## config.mk

```make
export PLATFORM = sky130hd
export DESIGN_NAME = alu_arbiter
export DESIGN_NICKNAME = d
export VERILOG_FILES = /design/src/rtl/alu_arbiter.sv
export SDC_FILE = /design/constraint.sdc
export NUM_CORES = 1
export LEC_CHECK = 0
export CAP_MARGIN = 25
export CORE_ASPECT_RATIO = 0.5
export CORE_MARGIN = 3
export CORE_UTILIZATION = 30
export DETAILED_ROUTE_END_ITERATION = 6
export HOLD_SLACK_MARGIN = 0.12
export PLACE_DENSITY_LB_ADDON = 0.15
export SETUP_SLACK_MARGIN = 0.5
export SYNTH_ARGS = -nofsm -noshare
export SYNTH_HDL_FRONTEND = slang
export SYNTH_SLANG_ARGS = --single-unit
```

## constraint.sdc

```tcl
create_clock -name i_clk -period 2.2 [get_ports i_clk]
set_clock_uncertainty 0.05 [all_clocks]
set_input_delay 0.66 -clock i_clk [delete_from_list [all_inputs] [get_ports i_clk]]
set_output_delay 0.66 -clock i_clk [all_outputs]
set_load 0.01 [all_outputs]
```

## src/rtl/alu_arbiter.sv

```systemverilog
// Round-robin arbiter sharing one combinational ALU between two requesters,
// with a one-entry owner-tagged response buffer. Optional counters: ALU_ARB_STATS_EN.
module alu_arbiter #(
  parameter int DATA_W = 32,
  parameter int OP_W   = 4,
  parameter int CNT_W  = 16
) (
  input  logic              i_clk,
  input  logic              i_rst_n,
  input  logic              i_req0_valid,
  output logic              o_req0_ready,
  input  logic [DATA_W-1:0] i_req0_op_a,
  input  logic [DATA_W-1:0] i_req0_op_b,
  input  logic [OP_W-1:0]   i_req0_alu_op,
  input  logic              i_req1_valid,
  output logic              o_req1_ready,
  input  logic [DATA_W-1:0] i_req1_op_a,
  input  logic [DATA_W-1:0] i_req1_op_b,
  input  logic [OP_W-1:0]   i_req1_alu_op,
  output logic [DATA_W-1:0] o_alu_op_a,
  output logic [DATA_W-1:0] o_alu_op_b,
  output logic [OP_W-1:0]   o_alu_op,
  input  logic [DATA_W-1:0] i_alu_data,
  output logic              o_rsp0_valid,
  input  logic              i_rsp0_ready,
  output logic [DATA_W-1:0] o_rsp0_data,
  output logic              o_rsp1_valid,
  input  logic              i_rsp1_ready,
  output logic [DATA_W-1:0] o_rsp1_data,
`ifdef ALU_ARB_STATS_EN
  output logic [CNT_W-1:0]  o_cnt0,
  output logic [CNT_W-1:0]  o_cnt1,
`endif
  output logic              o_dbg_state
);

  // Handshakes: a transfer happens on a rising edge where valid && ready.
  // Request ready may depend combinationally on valid; responses hold until taken.
  typedef enum logic {EMPTY = 1'b0, FULL = 1'b1} state_t;

  state_t            state_q, state_d;
  logic              owner_q, owner_d;
  logic              last_q, last_d;
  logic [DATA_W-1:0] result_q, result_d;
  logic              owner_ready;
  logic              can_accept;
  logic              grant_vld;
  logic              grant_id;
  logic              drain;

  always_ff @(posedge i_clk or negedge i_rst_n) begin
    if (!i_rst_n) begin
      state_q  <= EMPTY;
      owner_q  <= 1'b0;
      last_q   <= 1'b1;
      result_q <= '0;
    end else begin
      state_q  <= state_d;
      owner_q  <= owner_d;
      last_q   <= last_d;
      result_q <= result_d;
    end
  end

  always_comb begin
    state_d     = state_q;
    owner_d     = owner_q;
    last_d      = last_q;
    result_d    = result_q;
    grant_vld   = 1'b0;
    grant_id    = 1'b0;
    owner_ready = owner_q ? i_rsp1_ready : i_rsp0_ready;
    drain       = (state_q == FULL) && owner_ready;
    can_accept  = (state_q == EMPTY) || owner_ready;

    if (can_accept) begin
      if (i_req0_valid && i_req1_valid) begin
        grant_vld = 1'b1;
        grant_id  = ~last_q;
      end else if (i_req0_valid) begin
        grant_vld = 1'b1;
        grant_id  = 1'b0;
      end else if (i_req1_valid) begin
        grant_vld = 1'b1;
        grant_id  = 1'b1;
      end
    end

    if (grant_vld) begin
      state_d  = FULL;
      owner_d  = grant_id;
      last_d   = grant_id;
      result_d = i_alu_data;
    end else if (drain) begin
      state_d = EMPTY;
    end
  end

  assign o_req0_ready = grant_vld && !grant_id;
  assign o_req1_ready = grant_vld && grant_id;

  // Idle ALU inputs are parked at zero/ADD so the ALU does not toggle.
  always_comb begin
    o_alu_op_a = '0;
    o_alu_op_b = '0;
    o_alu_op   = '0;
    if (grant_vld) begin
      o_alu_op_a = grant_id ? i_req1_op_a   : i_req0_op_a;
      o_alu_op_b = grant_id ? i_req1_op_b   : i_req0_op_b;
      o_alu_op   = grant_id ? i_req1_alu_op : i_req0_alu_op;
    end
  end

  assign o_rsp0_valid = (state_q == FULL) && !owner_q;
  assign o_rsp1_valid = (state_q == FULL) && owner_q;
  assign o_rsp0_data  = o_rsp0_valid ? result_q : '0;
  assign o_rsp1_data  = o_rsp1_valid ? result_q : '0;
  assign o_dbg_state  = state_q;

`ifdef ALU_ARB_STATS_EN
  logic [CNT_W-1:0] cnt0_q, cnt1_q;

  always_ff @(posedge i_clk or negedge i_rst_n) begin
    if (!i_rst_n) begin
      cnt0_q <= '0;
      cnt1_q <= '0;
    end else begin
      if (o_req0_ready && (cnt0_q != '1)) cnt0_q <= cnt0_q + 1'b1;
      if (o_req1_ready && (cnt1_q != '1)) cnt1_q <= cnt1_q + 1'b1;
    end
  end

  assign o_cnt0 = cnt0_q;
  assign o_cnt1 = cnt1_q;
`endif

endmodule

```

==> results of run 1 <==
## cell usage after synthesis
master,instances
nor3_1,4
buf_6,5
a21boi_0,1
dfrtp_1,34
dfstp_2,1
a21oi_1,66
buf_2,12
clkbuf_1,25
and2_1,34
mux2i_2,1
a21oi_4,1
buf_4,2
mux2_2,2
nor2b_1,1
a21boi_1,1
a21bo_2,1
mux2i_1,3
nand2_1,66
o22a_1,1
nor2_1,1
nor2_2,1
nand2b_1,3
and3_1,32
a31oi_1,1
mux2_4,30
nand3_1,65
or2_2,1
## per-layer routing
layer  track usage [%]  overflow
met4              91.7       106
met1              82.5         2
met2               100       144
met3              71.5         1
met5              18.2         0
## through the flow
stage               area (um2)  std cells  hold slack (ns)  setup TNS (ns)
global placement          7020        837            0.451          -86.16
floorplan                 3670        395            0.314               0
CTS                       8740        935            0.445          -21.57
detailed placement        7020        837            0.456          -89.15
## cell families after synthesis
kind of cell           share of synthesized area (%)
buffers and inverters                           7.38
DFF                                             28.7
and+or+nand+nor                                 34.3
AOI/OAI and AO/OA                               12.7
muxes                                           16.9
## repair_timing
action	in CTS
cloned	25
endpoints found under the setup margin	171
resized for setup	821
setup buffers	65
pin swaps	100
==> qor.txt, run 1 <==
Yosys top cell area share: 27.9%
Initial Util: 31.6%
Hold_buf cts: 0
Synth unique cells: 27
Routability cong.: 0.876
Failing step: global routing
Pin count of the biggest net entering global routing: 36
Mapped cell area: 3050 um2
Synth Instances: 395
Crit. endpoint post-GRT repair: o_alu_op_b[15]
Tot GR Track Use: 84.6%
Total CTS buffers: 5
Outcome: aborted with a tool error
Syn Area/Cell: 7.73 um2
Die Width: 149 um
H-tree lvl count: 2
Area leader, netlist: dfrtp_1
#FFs+latches synth: 35
IO Port Bufs: 310
Worst ep type: output port
I/O pin count: 311
Mapped Nets: 569
Top cells by area, synth: dfrtp_1 28%, mux2_4 15%, a21oi_1 11%, nand3_1 11%, nand2_1 8.1%
Root Driver: clkbuf_16
DP HPWL: 11500 um
Yosys warnings: 0
FP Rows: 25
Error: [ERROR GRT-0232] Routing congestion too high. Check the congestion heatmap in the GUI.
Clock Path Buffers: 2
Setup Slack @ Placement: -1.07 ns
Gr ovfl total: 253
Initial antenna violation count: 2
DIE HEIGHT: 77.3 um
Clk sink count: 35
Sequential share of the synthesized area: 28.7%
==> run 2, diff against run 1 <==
==> config.mk (replaced) <==
export PLATFORM = sky130hd
export DESIGN_NAME = alu_arbiter
export DESIGN_NICKNAME = d
export VERILOG_FILES = /design/src/rtl/alu_arbiter.sv
export SDC_FILE = /design/constraint.sdc
export NUM_CORES = 1
export LEC_CHECK = 0
export CAP_MARGIN = 25
export CORE_AREA = 3 3 118 120
export DETAILED_ROUTE_END_ITERATION = 6
export DIE_AREA = 0 0 121 123
export PLACE_DENSITY_LB_ADDON = 0.15
export SYNTH_ARGS = -nofsm -noshare
export SYNTH_HDL_FRONTEND = slang
export SYNTH_SLANG_ARGS = --single-unit
==> qor.txt, run 2 <==
Commonest cells in the netlist: 66 x a21oi_1, 66 x nand2_1, 65 x nand3_1, 34 x and2_1, 34 x dfrtp_1
Mapped Nets: 569 (unchanged)
I/O pin count: 311 (unchanged)
Met1 Resource Use GR: 28.0%
# diodes: 0
Total power divided by cell area: 707 nW/um2
Max reg flops: 32
Clock-pin slew on the worst setup and hold paths: 0.05 ns
Final design utilization: 59.4%
Setup crit start: i_req0_valid
Nets: 919
Yosys warnings: 0 (unchanged)
Clock Path Buffers: 2 (unchanged)
Initial antenna violation count: 0
Max Slew Vio Count: 0
Critical R2R Capture: result_q[5]
Critical path required time: 1.49 ns
FF-to-FF Start: owner_q
Yosys top cell area share: 27.9% (unchanged)
CTS tree: yes
Crit end category: output port
Synth Instances: 395 (unchanged)
Sequential share of the synthesized area: 28.7% (unchanged)
Worst setup margin: -0.314 ns
F_max: 0.398 GHz
Setup Slack @ Placement: -1.12 ns (-0.0441 ns)
GR Layer Usage met2: 39.2%
DP HPWL: 10900 um (-4.8%)
Xor-xnor portion of the synthesized cell area: 0% (unchanged)
Die Width: 121 um (-19%)
Worst rel slew slack: 44.6%
FP Rows: 42 (+68%)
MaxCap Viol Count: 0
Clk sink count: 35 (unchanged)
Commonest non-fill, non-tap cells in the layout: 168 x clkdlybuf4s50_1, 91 x buf_2, 58 x nand3_1
#FFs+latches synth: 35 (unchanged)
Routability cong.: 0.783 (-11%)
Post-route cell area: 7770 um2
Startpoint type of the worst setup path: input pin
Max VDD drop: 0.000332 V
Gr ovfl total: 0
Final setup violation count: 94
Leakage power: 3.74 nW
Asr flop ratio synth: 100% (unchanged)
DIE AREA: 14900 um2
Commonest non-fill, non-tap cell in the layout: clkdlybuf4s50_1
Drt initial violations: 168
Root Driver: clkbuf_16
R2R Setup Slk: 0.56 ns
GRT met3 Usage: 5.17%
Synth unique cells: 27 (unchanged)
Largest register by flop count: result_q
Max FO, Critical Path: 5
Mapped cell area: 3050 um2 (unchanged)
RSZ-0062 raised after global routing: yes
Layout cells sized above 1: 50.0%
Outcome: finished with violations
Synth-to-Final Area Change: 154%
Total CTS buffers: 5 (unchanged)
Actual slew at the worst max-slew pin: 0.831 ns
Area leader, netlist: dfrtp_1
Main combinational cell family by area after synthesis: simple AND/OR/NAND/NOR gates
Setup TNS: -20.41 ns
First-pass GRT wire length: 26000 um
Failing checks: setup timing
Hold_buf cts: 0 (unchanged)
Wirelength, routed: 18400 um
Final worst path period share: 114%
Mux cell area share after synthesis: 16.9% (unchanged)
Pin count of the biggest net entering global routing: 36
Antenna Nets Post-Route: 0
H-tree lvl count: 2 (unchanged)
Syn Area/Cell: 7.73 um2 (unchanged)
Top cells by area, synth: dfrtp_1 28%, mux2_4 15%, a21oi_1 11%, nand3_1 11%, nand2_1 8.1%
Vias per inst: 4.87
Worst Setup Path Type: input pin to output port
Area after DPL: 6510 um2 (-7.3%)
Overall Power: 5.49 mW
Hold crit path type: input pin to asynchronous set/reset pin
EDFF count, synth: 0 (unchanged)
Worst R2R Path Depth: 5
Core area: 13100 um2
Worst EP arrival: 1.80 ns
Min Clock Period, post-route: 2.51 ns
Via count: 4488
GRT busiest layer: met2
Final Hold Vio Count: 0
DIE HEIGHT: 123 um (+59%)
Drt drc: 0
Drt pass-1 iters: 4
FILL cells: 1142
Synth Area in Compound Gates: 12.7% (unchanged)
Top_reg_cell synth: dfrtp_1
DR WL/cell: 20.0 um
Tot GR Track Use: 22.4%
Vias in the first global route: 4389
Initial Util: 23.3% (-8.3 points)
IO Port Bufs: 310 (unchanged)
Worst-skew pair later-pin latency: 0.28 ns
Post-synthesis adder-cell area fraction: 0% (unchanged)
Simple-Gate Fraction of Synth Area: 34.3% (unchanged)
run 2: per-stage QoR:
stage	instances	hold WS [ns]
finish	922	0.431
global route	922	0.497
CTS	925	0.463
detailed placement	861	0.461
global placement	861	0.454
floorplan	395	0.314
run 2: cell type report:
class                   count  area, um2  share of cell area (%)
multi-input cells         316       2600                    33.4
repair buffers            387       3930                    50.7
clock buffers               7        133                    1.71
flip-flops and latches     35        877                    11.3
well taps                 176        220                    2.84
clock inverters             1       5.00                  0.0644
run 2: critical path, cell delays in order:
cell and delay (ns):
buf_8 0.10, buf_6 0.11, a21boi_4 0.15, buf_12 0.14, buf_12 0.12, buf_12 0.12, buf_12 0.10, nand2_4 0.04
a21oi_2 0.12, buf_2 0.14
run 2: worst max-delay path by stage:
stage               slack, ns              to  cells after the start
detailed placement      -1.12  o_alu_op_b[29]                      6
floorplan               -0.08  o_alu_op_a[10]                      5
global route            -0.34     o_alu_op[0]                      9
finish                  -0.31  o_alu_op_b[15]                     10
global placement        -1.08  o_alu_op_b[29]                      6
CTS                     -0.35  o_alu_op_b[17]                     10
run 2: metal layers:
layer | wire length, um | vias up
li1 | - | 2078
met1 | 7270 | 2173
met2 | 9450 | 207
met3 | 1240 | 30
met4 | 438 | 0
met5 | 0 | -
run 2: what timing repair did:
action                     4_1_cts  5_1_grt
pin swaps                       32       65
cloned                          21        1
setup endpoints to repair      169      116
buffers inserted                35        3
gates resized for setup        591      151
run 2: kinds of logic after synthesis:
logic type / count (synthesis)
muxes: 36
buffers and inverters: 44
and+or+nand+nor: 208
DFF: 35
AOI/OAI and AO/OA: 72
run 2: power by group:
group          switching (mW)  internal (mW)  leakage [nW]
clock network           0.264          0.418        0.0679
logic                    1.67           2.19          3.26
registers               0.129          0.813         0.405
Note: power is estimated with default switching activity, not from simulation.
